[src/rtl/pixel_framebuffer_if.sv]
// Host-stream and driver-side signal bundle for pixel_framebuffer.
// The master side is the byte source plus the WS2811 driver's address
// output; the slave side is the framebuffer itself.
interface pixel_framebuffer_if;
  logic [7:0] in_data;
  logic       in_valid;
  logic       in_ready;
  logic [7:0] address;
  logic [7:0] red_out;
  logic [7:0] green_out;
  logic [7:0] blue_out;
  logic       swap_pending;
  logic       err;

  modport master (
    output in_data, in_valid, address,
    input  in_ready, red_out, green_out, blue_out, swap_pending, err
  );

  modport slave (
    input  in_data, in_valid, address,
    output in_ready, red_out, green_out, blue_out, swap_pending, err
  );
endinterface

[src/rtl/pixel_framebuffer.sv]
// Double-buffered RGB pixel store feeding the WS2811 driver.
// Packets {A5, idx, count, (R,G,B) x count} fill the back bank; the banks
// swap only when the driver's address wraps to pixel 0, so frames never tear.
module pixel_framebuffer #(
  parameter int unsigned NUM_LEDS = 50
) (
  input logic               clk,
  input logic               reset,
  pixel_framebuffer_if.slave fb
);

  typedef enum logic [2:0] {
    ST_CLEAR,
    ST_IDLE,
    ST_START,
    ST_COUNT,
    ST_RED,
    ST_GREEN,
    ST_BLUE
  } state_t;

  localparam int unsigned AW         = (NUM_LEDS > 1) ? $clog2(NUM_LEDS) : 1;
  localparam logic [8:0]  NUM_LEDS_W = 9'(NUM_LEDS);
  localparam logic [7:0]  LAST_IDX   = 8'(NUM_LEDS - 1);
  localparam logic [7:0]  SYNC_BYTE  = 8'hA5;

  state_t      state_q, state_d;
  logic [7:0]  clr_idx_q;
  logic [7:0]  idx_q;
  logic [7:0]  remaining_q;
  logic [7:0]  red_q;
  logic [7:0]  green_q;
  logic [7:0]  prev_addr_q;
  logic        front_sel_q;
  logic        swap_pending_q, swap_pending_d;
  logic        in_ready_q;
  logic        err_q;
  logic [23:0] rgb_q;

  logic [23:0] bank0_q [NUM_LEDS];
  logic [23:0] bank1_q [NUM_LEDS];

  logic          accept;
  logic          wrap;
  logic          swap_now;
  logic          frame_done;
  logic          clear_wr;
  logic          pix_wr;
  logic          wr0, wr1;
  logic [AW-1:0] wr_addr;
  logic [23:0]   wr_data;
  logic [AW-1:0] rd_addr;
  logic          rd_sel;
  logic          rd_valid;
  logic [23:0]   rd_data;

  assign accept     = fb.in_valid && in_ready_q;
  assign wrap       = (fb.address == 8'd0) && (prev_addr_q != 8'd0);
  assign swap_now   = wrap && swap_pending_q;
  assign frame_done = (state_q == ST_BLUE) && accept && (remaining_q == 8'd1);
  // A frame can only complete while nothing is pending, so set and clear never collide.
  assign swap_pending_d = frame_done || (swap_pending_q && !swap_now);

  // Write port: CLEAR zeroes both banks together, BLUE writes the back bank.
  assign clear_wr = (state_q == ST_CLEAR);
  assign pix_wr   = (state_q == ST_BLUE) && accept && ({1'b0, idx_q} < NUM_LEDS_W);
  assign wr_addr  = clear_wr ? clr_idx_q[AW-1:0] : idx_q[AW-1:0];
  assign wr_data  = clear_wr ? 24'd0 : {red_q, green_q, fb.in_data};
  assign wr0      = reset && (clear_wr || (pix_wr &&  front_sel_q));
  assign wr1      = reset && (clear_wr || (pix_wr && !front_sel_q));

  // Read port: on the swapping wrap the new front bank is already selected.
  assign rd_addr  = fb.address[AW-1:0];
  assign rd_sel   = front_sel_q ^ swap_now;
  assign rd_valid = (state_q != ST_CLEAR) && ({1'b0, fb.address} < NUM_LEDS_W);
  assign rd_data  = rd_sel ? bank1_q[rd_addr] : bank0_q[rd_addr];

  // Packet parser next-state decode.
  always_comb begin
    // NOTE: default first so every path assigns state_d and no latch is inferred.
    state_d = state_q;
    case (state_q)
      ST_CLEAR: if (clr_idx_q == LAST_IDX) state_d = ST_IDLE;
      ST_IDLE:  if (accept && (fb.in_data == SYNC_BYTE)) state_d = ST_START;
      ST_START: if (accept) state_d = ST_COUNT;
      ST_COUNT: if (accept) state_d = (fb.in_data == 8'd0) ? ST_IDLE : ST_RED;
      ST_RED:   if (accept) state_d = ST_GREEN;
      ST_GREEN: if (accept) state_d = ST_BLUE;
      ST_BLUE:  if (accept) state_d = (remaining_q == 8'd1) ? ST_IDLE : ST_RED;
      default:  state_d = ST_CLEAR;
    endcase
  end

  // Pixel storage.
  // NOTE: no reset term here; CLEAR walks every index instead, so the banks stay RAM-mappable.
  always_ff @(posedge clk) begin
    if (wr0) bank0_q[wr_addr] <= wr_data;
    if (wr1) bank1_q[wr_addr] <= wr_data;
  end

  // FSM state, packet datapath, swap control and registered outputs.
  always_ff @(posedge clk) begin
    if (!reset) begin
      state_q        <= ST_CLEAR;
      clr_idx_q      <= 8'd0;
      idx_q          <= 8'd0;
      remaining_q    <= 8'd0;
      red_q          <= 8'd0;
      green_q        <= 8'd0;
      prev_addr_q    <= 8'd0;
      front_sel_q    <= 1'b0;
      swap_pending_q <= 1'b0;
      in_ready_q     <= 1'b0;
      err_q          <= 1'b0;
      rgb_q          <= 24'd0;
    end else begin
      state_q        <= state_d;
      prev_addr_q    <= fb.address;
      swap_pending_q <= swap_pending_d;
      if (swap_now) front_sel_q <= !front_sel_q;

      // Ready is registered from the next state so it is valid at the start of each cycle.
      if (state_d == ST_CLEAR)     in_ready_q <= 1'b0;
      else if (state_d == ST_IDLE) in_ready_q <= !swap_pending_d;
      else                         in_ready_q <= 1'b1;

      err_q <= (state_q == ST_COUNT) && accept && (fb.in_data == 8'd0);
      rgb_q <= rd_valid ? rd_data : 24'd0;

      if (state_q == ST_CLEAR) clr_idx_q <= clr_idx_q + 8'd1;

      if (accept) begin
        case (state_q)
          ST_START: idx_q <= fb.in_data;
          ST_COUNT: if (fb.in_data != 8'd0) remaining_q <= fb.in_data;
          ST_RED:   red_q <= fb.in_data;
          ST_GREEN: green_q <= fb.in_data;
          ST_BLUE: begin
            if (idx_q != 8'hFF) idx_q <= idx_q + 8'd1;
            remaining_q <= remaining_q - 8'd1;
          end
          default: ;
        endcase
      end
    end
  end

  assign fb.in_ready     = in_ready_q;
  assign fb.red_out      = rgb_q[23:16];
  assign fb.green_out    = rgb_q[15:8];
  assign fb.blue_out     = rgb_q[7:0];
  assign fb.swap_pending = swap_pending_q;
  assign fb.err          = err_q;

endmodule

[src/flat_wrapper.sv]
// flat-port wrapper written by rule: the top's interface ports become plain ports
module pixel_framebuffer_flat 
#(
  parameter int unsigned NUM_LEDS = 50
)
  (clk, reset, fb_in_data, fb_in_valid, fb_address, fb_in_ready, fb_red_out, fb_green_out, fb_blue_out, fb_swap_pending, fb_err);
  pixel_framebuffer_if fb_i ();
  input logic clk;
  input logic reset;
  input wire logic [$bits(fb_i.in_data)-1:0] fb_in_data;
  input wire logic [$bits(fb_i.in_valid)-1:0] fb_in_valid;
  input wire logic [$bits(fb_i.address)-1:0] fb_address;
  output wire logic [$bits(fb_i.in_ready)-1:0] fb_in_ready;
  output wire logic [$bits(fb_i.red_out)-1:0] fb_red_out;
  output wire logic [$bits(fb_i.green_out)-1:0] fb_green_out;
  output wire logic [$bits(fb_i.blue_out)-1:0] fb_blue_out;
  output wire logic [$bits(fb_i.swap_pending)-1:0] fb_swap_pending;
  output wire logic [$bits(fb_i.err)-1:0] fb_err;
  assign fb_i.in_data = fb_in_data;
  assign fb_i.in_valid = fb_in_valid;
  assign fb_i.address = fb_address;
  assign fb_in_ready = fb_i.in_ready;
  assign fb_red_out = fb_i.red_out;
  assign fb_green_out = fb_i.green_out;
  assign fb_blue_out = fb_i.blue_out;
  assign fb_swap_pending = fb_i.swap_pending;
  assign fb_err = fb_i.err;
  pixel_framebuffer #(.NUM_LEDS(NUM_LEDS)) u_core (.clk(clk), .reset(reset), .fb(fb_i));
endmodule
[config.mk]
export PLATFORM = sky130hd
export DESIGN_NAME = pixel_framebuffer_flat
export DESIGN_NICKNAME = d
export VERILOG_FILES = /design/src/rtl/pixel_framebuffer_if.sv /design/src/rtl/pixel_framebuffer.sv /design/src/flat_wrapper.sv
export SDC_FILE = /design/constraint.sdc
export NUM_CORES = 2
export LEC_CHECK = 0
export CAP_MARGIN = 10
export CORE_ASPECT_RATIO = 0.75
export CORE_UTILIZATION = 40
export DETAILED_ROUTE_END_ITERATION = 12
export GPL_TIMING_DRIVEN = 1
export SYNTH_ARGS = -nofsm -noshare
export SYNTH_HDL_FRONTEND = slang
export SYNTH_SLANG_ARGS = --single-unit
[constraint.sdc]
create_clock -name clk -period 4.5 [get_ports clk]
set_clock_uncertainty 0.05 [all_clocks]
set_input_delay 0.9 -clock clk [delete_from_list [all_inputs] [get_ports clk]]
set_output_delay 0.9 -clock clk [all_outputs]
set_load 0.05 [all_outputs]
==> run metrics <==
die footprint=243000 um^2; synth top area cells=edfxtp_1 75%, mux4_2 11%, mux2i_1 3.2%; Max-Slew Margin vs Limit=0.151; area of the multi-input gates=21300 um^2; number of routed nets with antenna violations=0; min cycle time layout=4.02 ns; DRC violations left=0; cts bufs inserted=approximately 230; synthesized cell area=96400 um^2; core area=~240000 um^2; Post-synth ARST share=0; post-route cell area=110000 um^2; Unique masters post-synth=between 80 and 90; Vias=50235; Fin Hold WS=0.393 ns; Root Buffer=clkbuf_16; Slew @ Worst Pin=1.27 ns; Area Overhead vs Synth=14.7%; grt total ovfl=0; wire length of the first global-routing pass=389 mm; initial antenna violation count=22; crit start category=input pin; status=finished, final reports clean; Max Fclk=249 MHz; flops & latches, synth=2479; WS Path Type=input pin to register; final net count=5092; GRT Overall Usage=0.229; Max Cap Viol=0; Worst Hold Class=input pin to register; Post-CTS Setup Bufs=0; io pins=46; Post-synth EDFFs=2400; Yosys warnings=0; CTS tree=done; Die Span X=569 um; CTS resizes=0; Final setup viols=0; leading area contributor after synthesis=edfxtp_1; Critical Path AT=4.74 ns; Via density=5.93; routed wire length=280 mm; # fillers=19775; detailed placement HPWL=170 mm; Synth top area share=0.748; Max Slew Vio Count=0; critical path required time=5.22 ns; Fin. Hold Viols=0; largest net degree at the start of global routing=101; Post-Place Setup Slack=-0.215 ns; critical path fanouts, max=42; vias in the first global route=48466; port bufs=45; Seq/Total Area, Yosys=0.764; Critical Path End Type=register; DR iter-0 viols=7193; post-route insts no fill=8475; Syn Nets=4709; Cells after DPL=roughly 8000; Mean Syn Cell Area=20.6 um^2; chip height=roughly 430 um; drt pass-1 iters=6; clock buffer depth=4; clock-pin slew on the worst setup and hold paths=0.07 ns; Cell Pwr Density=415 nW/um^2; Final WS setup=0.479 ns; fin crit share=0.894; Area after DPL=103000 um^2; htree depth=4; layout cells sized above 1=0.260; post-synthesis cell count=4685; RSZ-0062 raised after global routing=no; row count=155; Initial Util=0.404; Worst VDD drop=329 uV; CTS hold repair buffers=0; Leak=around 36 nW; GPL Wtd Cong=0.905; Storage cell area=~74000 um^2; clk sink count=approximately 2500; Synth Flop Type=edfxtp_1; drt wl/cell=33.0 um; clk_lat worst skew=0.88 ns
[routing by layer]
layer | routed length [um] | share of wire | GRT usage | up-vias
met5 | 34 | 0.00012 | 0 | -
met1 | 117000 | 0.42 | 0.333 | 26851
met3 | 33500 | 0.12 | 0.0709 | 425
met2 | 120000 | 0.43 | 0.328 | 2695
li1 | - | - | - | 20258
met4 | 9280 | 0.033 | 0.0708 | 6
[worst paths after layout]
check                    startpoint                     end  slack (ns)  depth (start not counted)
setup / recovery      fb_address[0]         u_core.rgb_q[7]        0.48                          9
hold / removal        fb_address[5]   u_core.prev_addr_q[5]        0.39                          2
setup reg to reg  u_core.state_q[1]  u_core.bank1_q[10][22]        0.58                          5
hold reg to reg     u_core.red_q[0]         u_core.red_q[0]        0.45                          2
[registers in the layout (all words and copies together), names as in the netlist]
name / count
u_core.bank0_q: 1200
u_core.bank1_q: 1200
u_core.rgb_q: 24
u_core.clr_idx_q: 8
u_core.green_q: 8
u_core.idx_q: 8
u_core.prev_addr_q: 8
u_core.red_q: 8
u_core.remaining_q: 8
u_core.state_q: 3
u_core.fb.err: 1
u_core.fb.in_ready: 1
u_core.fb.swap_pending: 1
u_core.front_sel_q: 1
[worst max-delay path: stages]
cell and delay [ns]:
buf_8 0.44, buf_12 0.34, buf_12 0.34, mux4_2 0.55
mux2i_1 0.18, o22ai_1 0.21, a311oi_1 0.71, o311ai_1 0.49
and3_1 0.33
[area by class of cell]
class	instances	share of cell area
inverters	13	0.000453
well taps	3218	0.0364
multi-input cells	1926	0.193
clock inverters	125	0.00974
clock buffers	295	0.0558
diodes	5	0.000113
flip-flops and latches	2479	0.667
repair buffers	414	0.0381
[kinds of logic after synthesis]
logic type	after synthesis	share of synthesized area
DFF	2479	0.764
muxes	841	0.152
and+or+nand+nor	576	0.0286
AOI/OAI and AO/OA	495	0.0355
buffers and inverters	280	0.0185
xor gates and xnor gates	9	0.000896
adders and majority gates	5	0.000649
[where the power goes]
part | internal (mW) | total, mW | switching, mW
Combinational | 0.564 | 1.63 | 1.07
Clock | 10.7 | 19.2 | 8.51
Sequential | 25.0 | 25.0 | 0.0268
[synth_stat cells (11+ instances only)]
cell type	count
nor4_1	11
nand4_1	12
a2111oi_0	18
buf_1	14
o21ai_0	64
nor2_1	163
a21oi_1	100
mux4_2	479
dfxtp_1	79
buf_4	61
mux2_2	42
clkbuf_1	78
and2_1	49
nand3_1	34
nor3_1	34
mux2i_1	311
a211oi_1	34
a31oi_1	15
and3_1	20
a22oi_1	47
o221ai_1	16
buf_6	27
nor2b_1	31
edfxtp_1	2400
a221oi_1	26
o22ai_1	84
buf_2	71
nand2_1	170
[cells in the final DEF, fill, tap and decap left out, types with 51 or more instances in the layout]
cell type / n
edfxtp_1: 2400
mux4_2: 479
mux2i_1: 311
buf_4: 291
clkbuf_16: 237
nand2_1: 170
a21oi_1: 100
nor2_2: 99
o22ai_1: 84
buf_12: 79
dfxtp_1: 79
nor2_1: 66
o21ai_0: 64
clkbuf_1: 56
clkinv_1: 51
[per-stage QoR]
| step | total power, mW | setup TNS [ns] | util |
|---|---|---|---|
| global placement | 27.2 | -1.18 | 0.432 |
| floorplan | 26.5 | 0 | - |
| finish | 45.9 | 0 | 0.463 |
| CTS | 46.1 | 0 | 0.463 |
| detailed placement | 27.2 | -0.399 | 0.432 |
| global route | 47.0 | 0 | 0.463 |
(Power assumes the default switching activity.)
